[config.mk]
export PLATFORM = sky130hd
export DESIGN_NAME = cam_scan
export DESIGN_NICKNAME = d
export VERILOG_FILES = /design/src/rtl/cam_pkg.sv /design/src/rtl/cam_scan_lanes.sv /design/src/rtl/cam_scan.sv
export SDC_FILE = /design/constraint.sdc
export NUM_CORES = 1
export LEC_CHECK = 0
export ABC_CLOCK_PERIOD_IN_PS = 5400
export CORE_AREA = 2 2 230 232
export CTS_CLUSTER_DIAMETER = 100
export DETAILED_ROUTE_END_ITERATION = 8
export DIE_AREA = 0 0 232 234
export GPL_ROUTABILITY_DRIVEN = 0
export SLEW_MARGIN = 20
export SYNTH_ARGS = -nofsm -noshare
export SYNTH_HDL_FRONTEND = slang
export SYNTH_SLANG_ARGS = --single-unit
export TNS_END_PERCENT = 30
[constraint.sdc]
create_clock -name clk -period 5.4 [get_ports clk]
set_input_delay 1.08 -clock clk [delete_from_list [all_inputs] [get_ports clk]]
set_output_delay 1.08 -clock clk [all_outputs]
set_load 0.05 [all_outputs]
[src/rtl/cam_pkg.sv]
// cam_pkg: shared types, register map and helpers for the cam_scan dstream CAM slave.
package cam_pkg;

    typedef enum logic {PH_A, PH_D} dstream_phase_e;
    typedef enum logic [1:0] {OFF, INDEX, FIRST, COUNT} cam_mode_e;
    typedef enum logic [1:0] {IDLE, SCAN, DONE} cam_state_e;

    localparam logic [23:0] CTRL_ADDR     = 24'h001000;
    localparam logic [23:0] VALID_ADDR    = 24'h001004;
    localparam logic [23:0] SEARCH_ADDR   = 24'h001008;
    localparam logic [23:0] RESULT_ADDR   = 24'h00100C;
    localparam logic [23:0] STATUS_ADDR   = 24'h001010;
    localparam logic [23:0] MASK_ADDR     = 24'h001014;
    localparam logic [23:0] MEM_BASE_ADDR = 24'h002000;
    localparam logic [23:0] MEM_ADDR_MASK = 24'hFFFF00;

    function automatic logic [7:0] sat_add(input logic [7:0] a, input logic [7:0] b);
        logic [8:0] s;
        s = {1'b0, a} + {1'b0, b};
        return s[8] ? 8'hFF : s[7:0];
    endfunction

endpackage

[src/rtl/cam_scan_lanes.sv]
// cam_scan_lanes: combinational compare of one scan slice of LANES entries.
module cam_scan_lanes
    import cam_pkg::*;
#(
    parameter int LANES = 2,
    parameter int WIDTH = 32,
    localparam int OW = LANES > 1 ? $clog2(LANES) : 1,
    localparam int CW = $clog2(LANES + 1)
) (
    input  logic [LANES-1:0][WIDTH-1:0] entries,
    input  logic [LANES-1:0]            valid,
    input  logic [WIDTH-1:0]            search,
    input  logic [WIDTH-1:0]            mask,
    output logic [OW-1:0]               hit_off,
    output logic                        any_hit,
    output logic [CW-1:0]               hit_cnt
);

    // Walk downwards so the last assignment leaves the lowest hitting lane.
    always_comb begin
        hit_off = '0;
        any_hit = 1'b0;
        hit_cnt = '0;
        for (int i = LANES - 1; i >= 0; i--) begin
            if (valid[i] && ((entries[i] ^ search) & mask) == '0) begin
                hit_off = OW'(i);
                any_hit = 1'b1;
                hit_cnt = hit_cnt + CW'(1);
            end
        end
    end

endmodule

[src/rtl/cam_scan.sv]
// cam_scan: dstream CAM slave with multi-cycle LANES-wide scan search.
// Optional MASK register at 0x1014 enabled by defining CAM_MASK_EN.
module cam_scan
    import cam_pkg::*;
#(
    parameter int DEPTH = 8,
    parameter int WIDTH = 32,
    parameter int LANES = 2
) (
    input  logic        clk,
    input  logic        rst_n,
    input  logic [31:0] d_master,
    input  logic        d_valid,
    output logic [31:0] d_slave,
    output logic        search_done
);

    localparam int AW = $clog2(DEPTH);
    localparam int OW = LANES > 1 ? $clog2(LANES) : 1;
    localparam int CW = $clog2(LANES + 1);

    dstream_phase_e phase;
    cam_state_e     state, state_nxt;
    cam_mode_e      mode;

    logic [23:0]      addr_q;
    logic             wr_q;
    logic [DEPTH-1:0] valid;
    logic [WIDTH-1:0] search, cmp_mask;
    logic [WIDTH-1:0] mem [DEPTH];
    logic [31:0]      result, mask_rd;
    logic             hit, multi, err, busy;
    logic [7:0]       count, acc_cnt, nxt_cnt;
    logic [AW-1:0]    ptr, acc_first, nxt_first, mem_idx;
    logic             acc_hit, nxt_hit, last;
    logic             wr_en, mem_sel, ctrl_wr, valid_wr, srch_wr, stat_wr, mem_wr, cfg_wr;

    logic [LANES-1:0][WIDTH-1:0] lane_ent;
    logic [LANES-1:0]            lane_val;
    logic [OW-1:0]               lane_off;
    logic                        lane_hit;
    logic [CW-1:0]               lane_cnt;

    assign wr_en    = d_valid && phase == PH_D && wr_q;
    assign mem_idx  = addr_q[AW+1:2];
    assign mem_sel  = (addr_q & MEM_ADDR_MASK) == MEM_BASE_ADDR && addr_q[1:0] == 2'b00 &&
                      {1'b0, addr_q[7:0]} < 9'(4 * DEPTH);
    assign ctrl_wr  = wr_en && addr_q == CTRL_ADDR;
    assign valid_wr = wr_en && addr_q == VALID_ADDR;
    assign srch_wr  = wr_en && addr_q == SEARCH_ADDR;
    assign stat_wr  = wr_en && addr_q == STATUS_ADDR;
    assign mem_wr   = wr_en && mem_sel;

`ifdef CAM_MASK_EN
    logic [WIDTH-1:0] mask;
    logic             mask_wr;
    assign mask_wr  = wr_en && addr_q == MASK_ADDR;
    assign cmp_mask = mask;
    assign mask_rd  = 32'(mask);
    assign cfg_wr   = ctrl_wr || valid_wr || mem_wr || mask_wr;
    always_ff @(posedge clk or negedge rst_n) begin
        if (!rst_n) mask <= '1;
        else if (mask_wr && !busy) mask <= WIDTH'(d_master);
    end
`else
    assign cmp_mask = '1;
    assign mask_rd  = '0;
    assign cfg_wr   = ctrl_wr || valid_wr || mem_wr;
`endif

    always_comb begin
        for (int i = 0; i < LANES; i++) begin
            lane_ent[i] = mem[ptr + AW'(i)];
            lane_val[i] = valid[ptr + AW'(i)];
        end
    end

    cam_scan_lanes #(.LANES(LANES), .WIDTH(WIDTH)) u_lanes (
        .entries (lane_ent),
        .valid   (lane_val),
        .search  (search),
        .mask    (cmp_mask),
        .hit_off (lane_off),
        .any_hit (lane_hit),
        .hit_cnt (lane_cnt)
    );

    // Accumulators folded with the current slice; on the final slice these are the result.
    assign last      = ptr == AW'(DEPTH - LANES);
    assign nxt_hit   = acc_hit || lane_hit;
    assign nxt_first = acc_hit ? acc_first : ptr + AW'(lane_off);
    assign nxt_cnt   = sat_add(acc_cnt, 8'(lane_cnt));

    always_ff @(posedge clk or negedge rst_n) begin
        if (!rst_n) state <= IDLE;
        else state <= state_nxt;
    end

    always_comb begin
        busy      = state == SCAN;
        state_nxt = srch_wr && mode[1] ? SCAN :
                    state == SCAN && last ? DONE :
                    state == SCAN ? SCAN : IDLE;
    end

    always_ff @(posedge clk) begin
        if (mem_wr && !busy) mem[mem_idx] <= WIDTH'(d_master);
    end

    always_ff @(posedge clk or negedge rst_n) begin
        if (!rst_n) begin
            phase       <= PH_A;
            addr_q      <= '0;
            wr_q        <= 1'b0;
            mode        <= OFF;
            valid       <= '0;
            search      <= '0;
            result      <= '0;
            hit         <= 1'b0;
            multi       <= 1'b0;
            err         <= 1'b0;
            count       <= '0;
            ptr         <= '0;
            acc_hit     <= 1'b0;
            acc_first   <= '0;
            acc_cnt     <= '0;
            search_done <= 1'b0;
        end else begin
            if (d_valid) begin
                phase <= phase == PH_A ? PH_D : PH_A;
                if (phase == PH_A) begin
                    addr_q <= d_master[23:0];
                    wr_q   <= d_master[24];
                end
            end
            if (ctrl_wr && !busy) mode <= cam_mode_e'(d_master[1:0]);
            if (valid_wr && !busy) valid <= DEPTH'(d_master);
            if (mem_wr && !busy) valid[mem_idx] <= 1'b1;
            if (srch_wr) search <= WIDTH'(d_master);
            if (stat_wr) err <= 1'b0;
            else if (busy && cfg_wr) err <= 1'b1;
            search_done <= (srch_wr && mode == INDEX) || (busy && last && !srch_wr);
            if (srch_wr && mode == INDEX) result <= 32'(mem[d_master[AW-1:0]]);
            if (srch_wr) begin
                ptr       <= '0;
                acc_hit   <= 1'b0;
                acc_first <= '0;
                acc_cnt   <= '0;
            end else if (busy) begin
                ptr       <= ptr + AW'(LANES);
                acc_hit   <= nxt_hit;
                acc_first <= nxt_first;
                acc_cnt   <= nxt_cnt;
                if (last) begin
                    result <= mode == FIRST ? (nxt_hit ? 32'(nxt_first) : '1) : 32'(nxt_cnt);
                    hit    <= nxt_hit;
                    multi  <= nxt_cnt >= 8'd2;
                    count  <= nxt_cnt;
                end
            end
        end
    end

    always_comb begin
        d_slave = mem_sel                ? 32'(mem[mem_idx]) :
                  addr_q == CTRL_ADDR    ? 32'(mode) :
                  addr_q == VALID_ADDR   ? 32'(valid) :
                  addr_q == SEARCH_ADDR  ? 32'(search) :
                  addr_q == RESULT_ADDR  ? result :
                  addr_q == STATUS_ADDR  ? {16'h0, count, 4'h0, err, multi, hit, busy} :
                  addr_q == MASK_ADDR    ? mask_rd : '0;
    end

endmodule

==> impl_metrics.toml, run 1 <==
[run_status]
run_status = "finished clean"

[yosys]
synth_top_area_share_pct = 37.5
area_share_of_and_or_nand_nor_cells_after_synthesis_pct = 5.69
syn_area_per_cell_um2 = 14.7
yosys.area_share.adder_pct = 0.525
synth_warnings = 0
synth_cell_types = 60
synth-xor-area-share_pct = 2.27
fraction_of_synthesized_area_in_multiplexers_pct = 29.5
synth_cells = 1398
yosys.area.top_type = "edfxtp_1"
yosys_most_used_dff = "edfxtp_1"
synth_async_sr_flop_share_pct = 33.3
synth_sequential_area_ratio_pct = 53.2
synthesized_flop_and_latch_total = 384
synth-edff-count = 256
synthesis.area_mm2 = 0.0205
ys_top_cells_by_area = "edfxtp_1 38%, mux4_2 18%, dfrtp_1 16%, mux2i_1 5.6%, mux2_2 5.2%"
synth_top_family_by_area = "multiplexers"
synth-compound-area-share_pct = 6.30
mappedNetlistNets = 1441

[floorplan]
boundaryPins = 68
die_h_um = 234
width_of_the_chip_um = 232
dieArea_mm2 = 0.0543
starting_density_of_the_core_pct = 39.4
core_mm2 = 0.0520
placementRows = 84

[setup_path]
timing.critical_path.arrival_ps = 5610
crit_path_max_incr_delay_ps = 580
critical_path.most_common_cell = "buf_4"
timing.critical_path.to_type = "flip-flop"
regToRegSetupSlack_ps = 270
cp_cell_sequence = "buf_4 -> buf_4 -> mux4_2 -> xor2_1 -> nor4_1 -> buf_4 -> nand4_1 -> or3_4 -> or4_4 -> ha_4 -> inv_1 -> ha_1 -> inv_1 -> fa_1 -> nand4b_1 -> or2_4 -> and2_1 -> or2_2 -> a22oi_1"
cpLargestDelayFamily = "simple AND/OR/NAND/NOR gates"
data_required_time_at_the_worst_endpoint_ps = 5880
path_class = "reg2reg"
worst_setup_path_start_kind = "flip-flop"
worst-r2r-cell-count = 19
critical_path_s_slowest_cell = "or4_4"
r2r_start = "ptr[1]"
largest_fanout_on_the_critical_path = 5
worst-path-buf-inv = 5
regToRegEndpoint = "result[5]"

[clock_tree]
clk_latency_ps = 580
cts.hold.buffers_added = 0
clk_tree_root_cell = "clkbuf_16"
tritoncts = "done"
h-tree-depth = 2
cts-buffers-inserted = 43
total_clock_sinks = 384
cts_max_path_buffers = 3
clkSlewWorstSetupHoldPaths_ps = 60

[pwr]
power.internal_uw = 5580
p_sw_share_pct = 28.4
power.net_switching_uw = 2220
power.density_cell_area_mw_per_mm2 = 326
peakVddDrop_v = 0.000269
logic_gate_share_of_total_power_pct = 18.9
total_power_uw = 7790
p_seq_share_pct = 44.9
clockPowerShare_pct = 36.2
static-leakage-power_uw = 0.00868

[finish]
areaGrowthSynthToFinish_pct = 16.5
diodes = 0
n_fill_cell = 4547
nNetsFinal = 1524
layout.core_utilization_pct = 45.9
post_route_cells_drive_above_1_share_pct = 28.8
post-route-cell-area_mm2 = 0.0239
layoutNonFillerInstCount = 2204

[placed_design]
post-place-cells = 2120
placed_area_mm2 = 0.0224
dpl.hpwl_um = 43000
port_buffers = 67

[route]
routed_wire_length_per_instance_um = 29.4
route.final.wire_length_um = 64800
detail_route.drc_violations = 0
first_iter_violations = 1539
router_iterations_before_antenna_repair = 6
vias_per_cell = 6.25
via_count = 13800
postRouteAntennaNets = 0

[sta]
timing_max_transition_violations_final = 0
setup_repair_after_global_routing_missed_its_margin = "false"
final.min_clock_period_ps = 5130
timing.final.crit_share_pct = 95.0
clock.fmax_mhz = 195
max-slew-margin-rel_pct = 29.3
fin_setup_tns_ps = 0
hold_violations_final = 0
final-setup-viol-count = 0
finClkSkew_ps = 19.0
measured_slew_at_the_worst_slew_check_pin_ps = 1060

[global_routing]
grt_max_degree = 77
grt_util_all_layers_pct = 24.0
first_global_vias = 13900
grt_antenna_before_repair = 0
grt_first_pass_wirelength_um = 94100
grt_remaining_overflow = 0

[min_path]
hold_removal_path_class = "in2async"

[job]
cap_viol_max_count = 0
-- synth_stat cells (16+ instances only) --
| cell type | number |
|---|---|
| xnor2_1 | 30 |
| mux2_2 | 95 |
| a21oi_1 | 75 |
| nor2_1 | 58 |
| edfxtp_1 | 256 |
| buf_2 | 18 |
| a221o_1 | 16 |
| mux4_2 | 160 |
| dfrtp_1 | 128 |
| nand3_1 | 19 |
| buf_1 | 16 |
| mux2i_1 | 114 |
| o21ai_0 | 47 |
| nand2_1 | 100 |
| xor2_1 | 23 |
| clkbuf_1 | 63 |
-- cells by family (layout without fill, tap and decap cells) --
logic type | Yosys count | count (layout)
other | 1 | 1
buffers and inverters | 118 | 236
adders and majority gates | 8 | 8
xor gates and xnor gates | 53 | 53
DFF | 384 | 384
AOI/OAI and AO/OA | 207 | 207
and+or+nand+nor | 249 | 249
muxes | 378 | 378
-- sequential cells by signal, indices dropped and copies added (netlist names), 3 cells and up --
signal     cells
addr_q        24
valid          8
count          8
acc_first      3
acc_cnt        8
mem          256
result        32
search        32
-- how the worst max path moves through the flow --
stage	slack (ps)	depth (start not counted)	from	endpoint
final	270	19	ptr[1]	result[5]
after detailed placement	-5	17	ptr[1]	result[5]
after floorplan	520	19	ptr[1]	result[5]
after CTS	80	19	ptr[1]	multi
after global routing	60	19	ptr[1]	result[5]
after global placement	30	19	ptr[1]	acc_cnt[0]
-- metrics by stage --
| step | hold slack [ps] | worst slack (ps) |
|---|---|---|
| floorplan | 446 | 523 |
| global placement | 482 | 31.8 |
| detailed placement | 485 | -5.24 |
| CTS | 395 | 80.5 |
| global route | 412 | 63.2 |
| finish | 408 | 269 |
-- layout make-up --
| cell class | count | area [um2] | share of cell area [%] |
|---|---|---|---|
| clock buffer | 58 | 1190 | 5.00 |
| clock inverter | 22 | 149 | 0.624 |
| multi-input combinational | 896 | 9230 | 38.7 |
| inverter | 15 | 56.3 | 0.236 |
| tap | 688 | 861 | 3.61 |
| sequential | 384 | 10900 | 45.7 |
| timing repair buffer | 141 | 1480 | 6.21 |
-- power groups by stage --
stage	sequential, uW	combinational, uW	clock [uW]
after floorplan	3350	1160	0
after global placement	3550	1450	0
after detailed placement	3550	1470	0
after CTS	3500	1470	2870
after global routing	3510	1550	2970
final	3500	1470	2820
-- cells in the final DEF, fill, tap and decap left out, types with 12 or more instances in the layout --
| master | netlist | final |
|---|---|---|
| a21oi_1 | 75 | 74 |
| a221o_1 | 16 | 16 |
| a22oi_1 | 15 | 15 |
| buf_12 | 1 | 23 |
| buf_4 | 1 | 63 |
| clkbuf_16 | 0 | 44 |
| clkdlybuf4s50_1 | 0 | 51 |
| clkinv_1 | 0 | 12 |
| dfrtp_1 | 128 | 124 |
| edfxtp_1 | 256 | 256 |
| inv_1 | 15 | 14 |
| mux2_2 | 95 | 95 |
| mux2i_1 | 114 | 114 |
| mux4_2 | 160 | 160 |
| nand2_1 | 100 | 100 |
| nand3_1 | 19 | 17 |
| nor2_1 | 58 | 50 |
| o21ai_0 | 47 | 46 |
| o22ai_1 | 15 | 15 |
| xnor2_1 | 30 | 30 |
| xor2_1 | 23 | 23 |
-- metal layers --
metal	track usage, %	up-vias	routed length [um]
met2	39.4	659	31000
li1	-	5731	-
met1	31.6	7235	26100
met5	0	-	0
met4	10.4	0	2810
met3	4.00	141	4910
-- timing repair --
item,in CTS,in global routing
setup endpoints to repair,6,8
setup buffers,4,0
resized for setup,1,9
hold endpoints to repair,0,0
pin swaps,0,5
Note: power is estimated with default switching activity, not from simulation.
==> run 2: changes to the inputs <==
--- a/config.mk
+++ b/config.mk
@@ -10,7 +10,9 @@
 export CTS_CLUSTER_DIAMETER = 100
 export DETAILED_ROUTE_END_ITERATION = 8
 export DIE_AREA = 0 0 232 234
+export DONT_BUFFER_PORTS = 1
 export GPL_ROUTABILITY_DRIVEN = 0
+export PLACE_DENSITY_LB_ADDON = 0.15
 export SLEW_MARGIN = 20
 export SYNTH_ARGS = -nofsm -noshare
 export SYNTH_HDL_FRONTEND = slang
==> run 2 against run 1 <==
  * Utilization is 0.70 points lower
  * Clock power up 15%
  * Via count fell by 1.3%
  * Critical endpoint unchanged
  * Register-to-register slack lost 50 ps
  * Hold slack worse by 210 ps
  * Critical path depth fell by 1
  * Maximum frequency decreased by 1.0%
  * Combinational power fell by 9.5%
  * Design area shrank 1.5%
  * Wire length is 5.7% higher
  * Largest power group unchanged
  * Sequential power hardly changed
  * Die area is the same
==> impl_metrics.toml, run 2 (same netlist as run 1, synthesis figures left out) <==
[sta]
final.min_clock_period_ps = 5180
max-slew-margin-rel_pct = 36.1
final-setup-viol-count = 0
finClkSkew_ps = 26.9
hold_violations_final = 0
timing.final.crit_share_pct = 96.0
clock.fmax_mhz = 193
setup_repair_after_global_routing_missed_its_margin = "false"
worst_hold_slack_ps = 199
measured_slew_at_the_worst_slew_check_pin_ps = 958
timing_max_transition_violations_final = 0

[setup_path]
cp_cell_sequence = "buf_4 -> mux4_1 -> xnor2_1 -> nor4_1 -> buf_4 -> nand4_1 -> or3_4 -> or4_4 -> ha_1 -> inv_1 -> ha_1 -> inv_1 -> fa_2 -> nand4b_1 -> or2_4 -> and2_1 -> or2_2 -> a22oi_1"
data_required_time_at_the_worst_endpoint_ps = 5890
crit_path_max_incr_delay_ps = 590
cpLargestDelayFamily = "simple AND/OR/NAND/NOR gates"
path_class = "reg2reg"
regToRegSetupSlack_ps = 220
regToRegEndpoint = "result[5]"
worst-r2r-cell-count = 18
worst_setup_path_start_kind = "flip-flop"
critical_path_s_slowest_cell = "mux4_1"
r2r_start = "ptr[1]"
largest_fanout_on_the_critical_path = 4
worst-path-buf-inv = 4
timing.critical_path.to_type = "flip-flop"
timing.critical_path.arrival_ps = 5670

[global_routing]
grt_util_all_layers_pct = 25.6
first_global_vias = 13500
grt_antenna_before_repair = 0
grt_first_pass_wirelength_um = 99100
grt_remaining_overflow = 0
grt_max_degree = 129

[floorplan]
die_h_um = 234
dieArea_mm2 = 0.0543
placementRows = 84
width_of_the_chip_um = 232
boundaryPins = 68
core_mm2 = 0.0520
starting_density_of_the_core_pct = 39.4

[min_path]
hold_removal_path_class = "in2async"

[finish]
largest_register = "mem"
post_route_cells_drive_above_1_share_pct = 30.9
nNetsFinal = 1475
layout.cells.most_common_list = "256 x edfxtp_1, 160 x mux4_2, 123 x dfrtp_1, 113 x mux2i_1, 100 x nand2_1"
areaGrowthSynthToFinish_pct = 14.8
layout.core_utilization_pct = 45.2
multi_input_comb_area_mm2 = 0.00927
number_of_flip_flops_under_the_largest_register_name = 256
layout.cells.most_common = "edfxtp_1"
biggestRegsByFlops = "mem x256, result x32, search x32"
final-seq-area_mm2 = 0.0109
diodes = 0
n_fill_cell = 4618

[route]
routed_wire_length_per_instance_um = 31.8
router_iterations_before_antenna_repair = 5
via_count = 13600
vias_per_cell = 6.30
detail_route.drc_violations = 0
route.final.wire_length_um = 68500
first_iter_violations = 1176
postRouteAntennaNets = 0

[placed_design]
dpl.hpwl_um = 43800
port_buffers = 0

[pwr]
power.density_cell_area_mw_per_mm2 = 344
p_sw_share_pct = 26.9
static-leakage-power_uw = 0.00861
clockPowerShare_pct = 40.0
power.internal_uw = 5910
p_seq_share_pct = 43.6
peakVddDrop_v = 0.000269
power.net_switching_uw = 2180
logic_gate_share_of_total_power_pct = 16.4

[clock_tree]
tritoncts = "done"
total_clock_sinks = 384
h-tree-depth = 2
cts-buffers-inserted = 45
cts_max_path_buffers = 3
clk_tree_root_cell = "clkbuf_16"
clkSlewWorstSetupHoldPaths_ps = 70
clk_latency_ps = 590

[run_status]
run_status = "finished clean"

[job]
cap_viol_max_count = 0
[run 2: cell types whose count changed in the layout (fill, tap and decap cells not counted), sizes merged]
cell,previous run,this run
clkinvlp,5,1
clkdlybuf4s50,51,0
bufinv,1,7
inv,15,16
clkbuf,58,61
clkinv,16,14
[run 2: worst max-delay path by stage]
stage                start         end  slack [ps]  cells past startpoint
global route        ptr[1]  acc_cnt[6]           2                     20
global placement    ptr[1]  acc_cnt[0]          40                     20
detailed placement  ptr[1]   result[0]         -10                     20
floorplan           ptr[1]   result[5]         520                     19
CTS                 ptr[1]   result[0]          40                     20
finish              ptr[1]   result[5]         220                     18
[run 2: final cells by class]
class	instances	area share, %
clock inverter	23	1.25
multi-input combinational	896	39.4
timing repair buffer	90	3.69
clock buffer	61	5.35
inverter	15	0.239
sequential	384	46.4
tap	688	3.66
[run 2: power by group through the flow]
stage	Clock, uW	Combinational [uW]	Sequential, uW
finish	3230	1330	3520
global placement	0	1320	3580
CTS	3280	1340	3530
floorplan	0	1160	3350
detailed placement	0	1330	3590
global route	3400	1400	3550
[run 2: per-stage QoR]
stage	instance area [um2]	TNS, ps	instances	power [uW]	setup slack, ps
2_1_floorplan	20500	0	1398	4500	523
3_3_place_gp	21900	0	2073	4900	39.7
3_5_place_dp	21900	-34.8	2073	4920	-14.0
4_1_cts	23400	0	2157	8140	40.8
5_1_grt	23500	0	2157	8350	1.77
6_report	23500	0	2157	8090	215
[run 2: metal layers]
layer  share of wire [%]  vias up  track usage (%)
li1                    -     5631                -
met1                  44     7237             36.6
met2                  46      579             39.6
met3                 7.0      138             4.10
met4                 3.5        0             8.93
met5                   0        -                0
[run 2: timing repair]
item,4_1_cts,5_1_grt
pin swaps,0,5
resized for setup,2,15
hold buffers,0,0
setup endpoints to repair,6,16
setup buffers,0,1
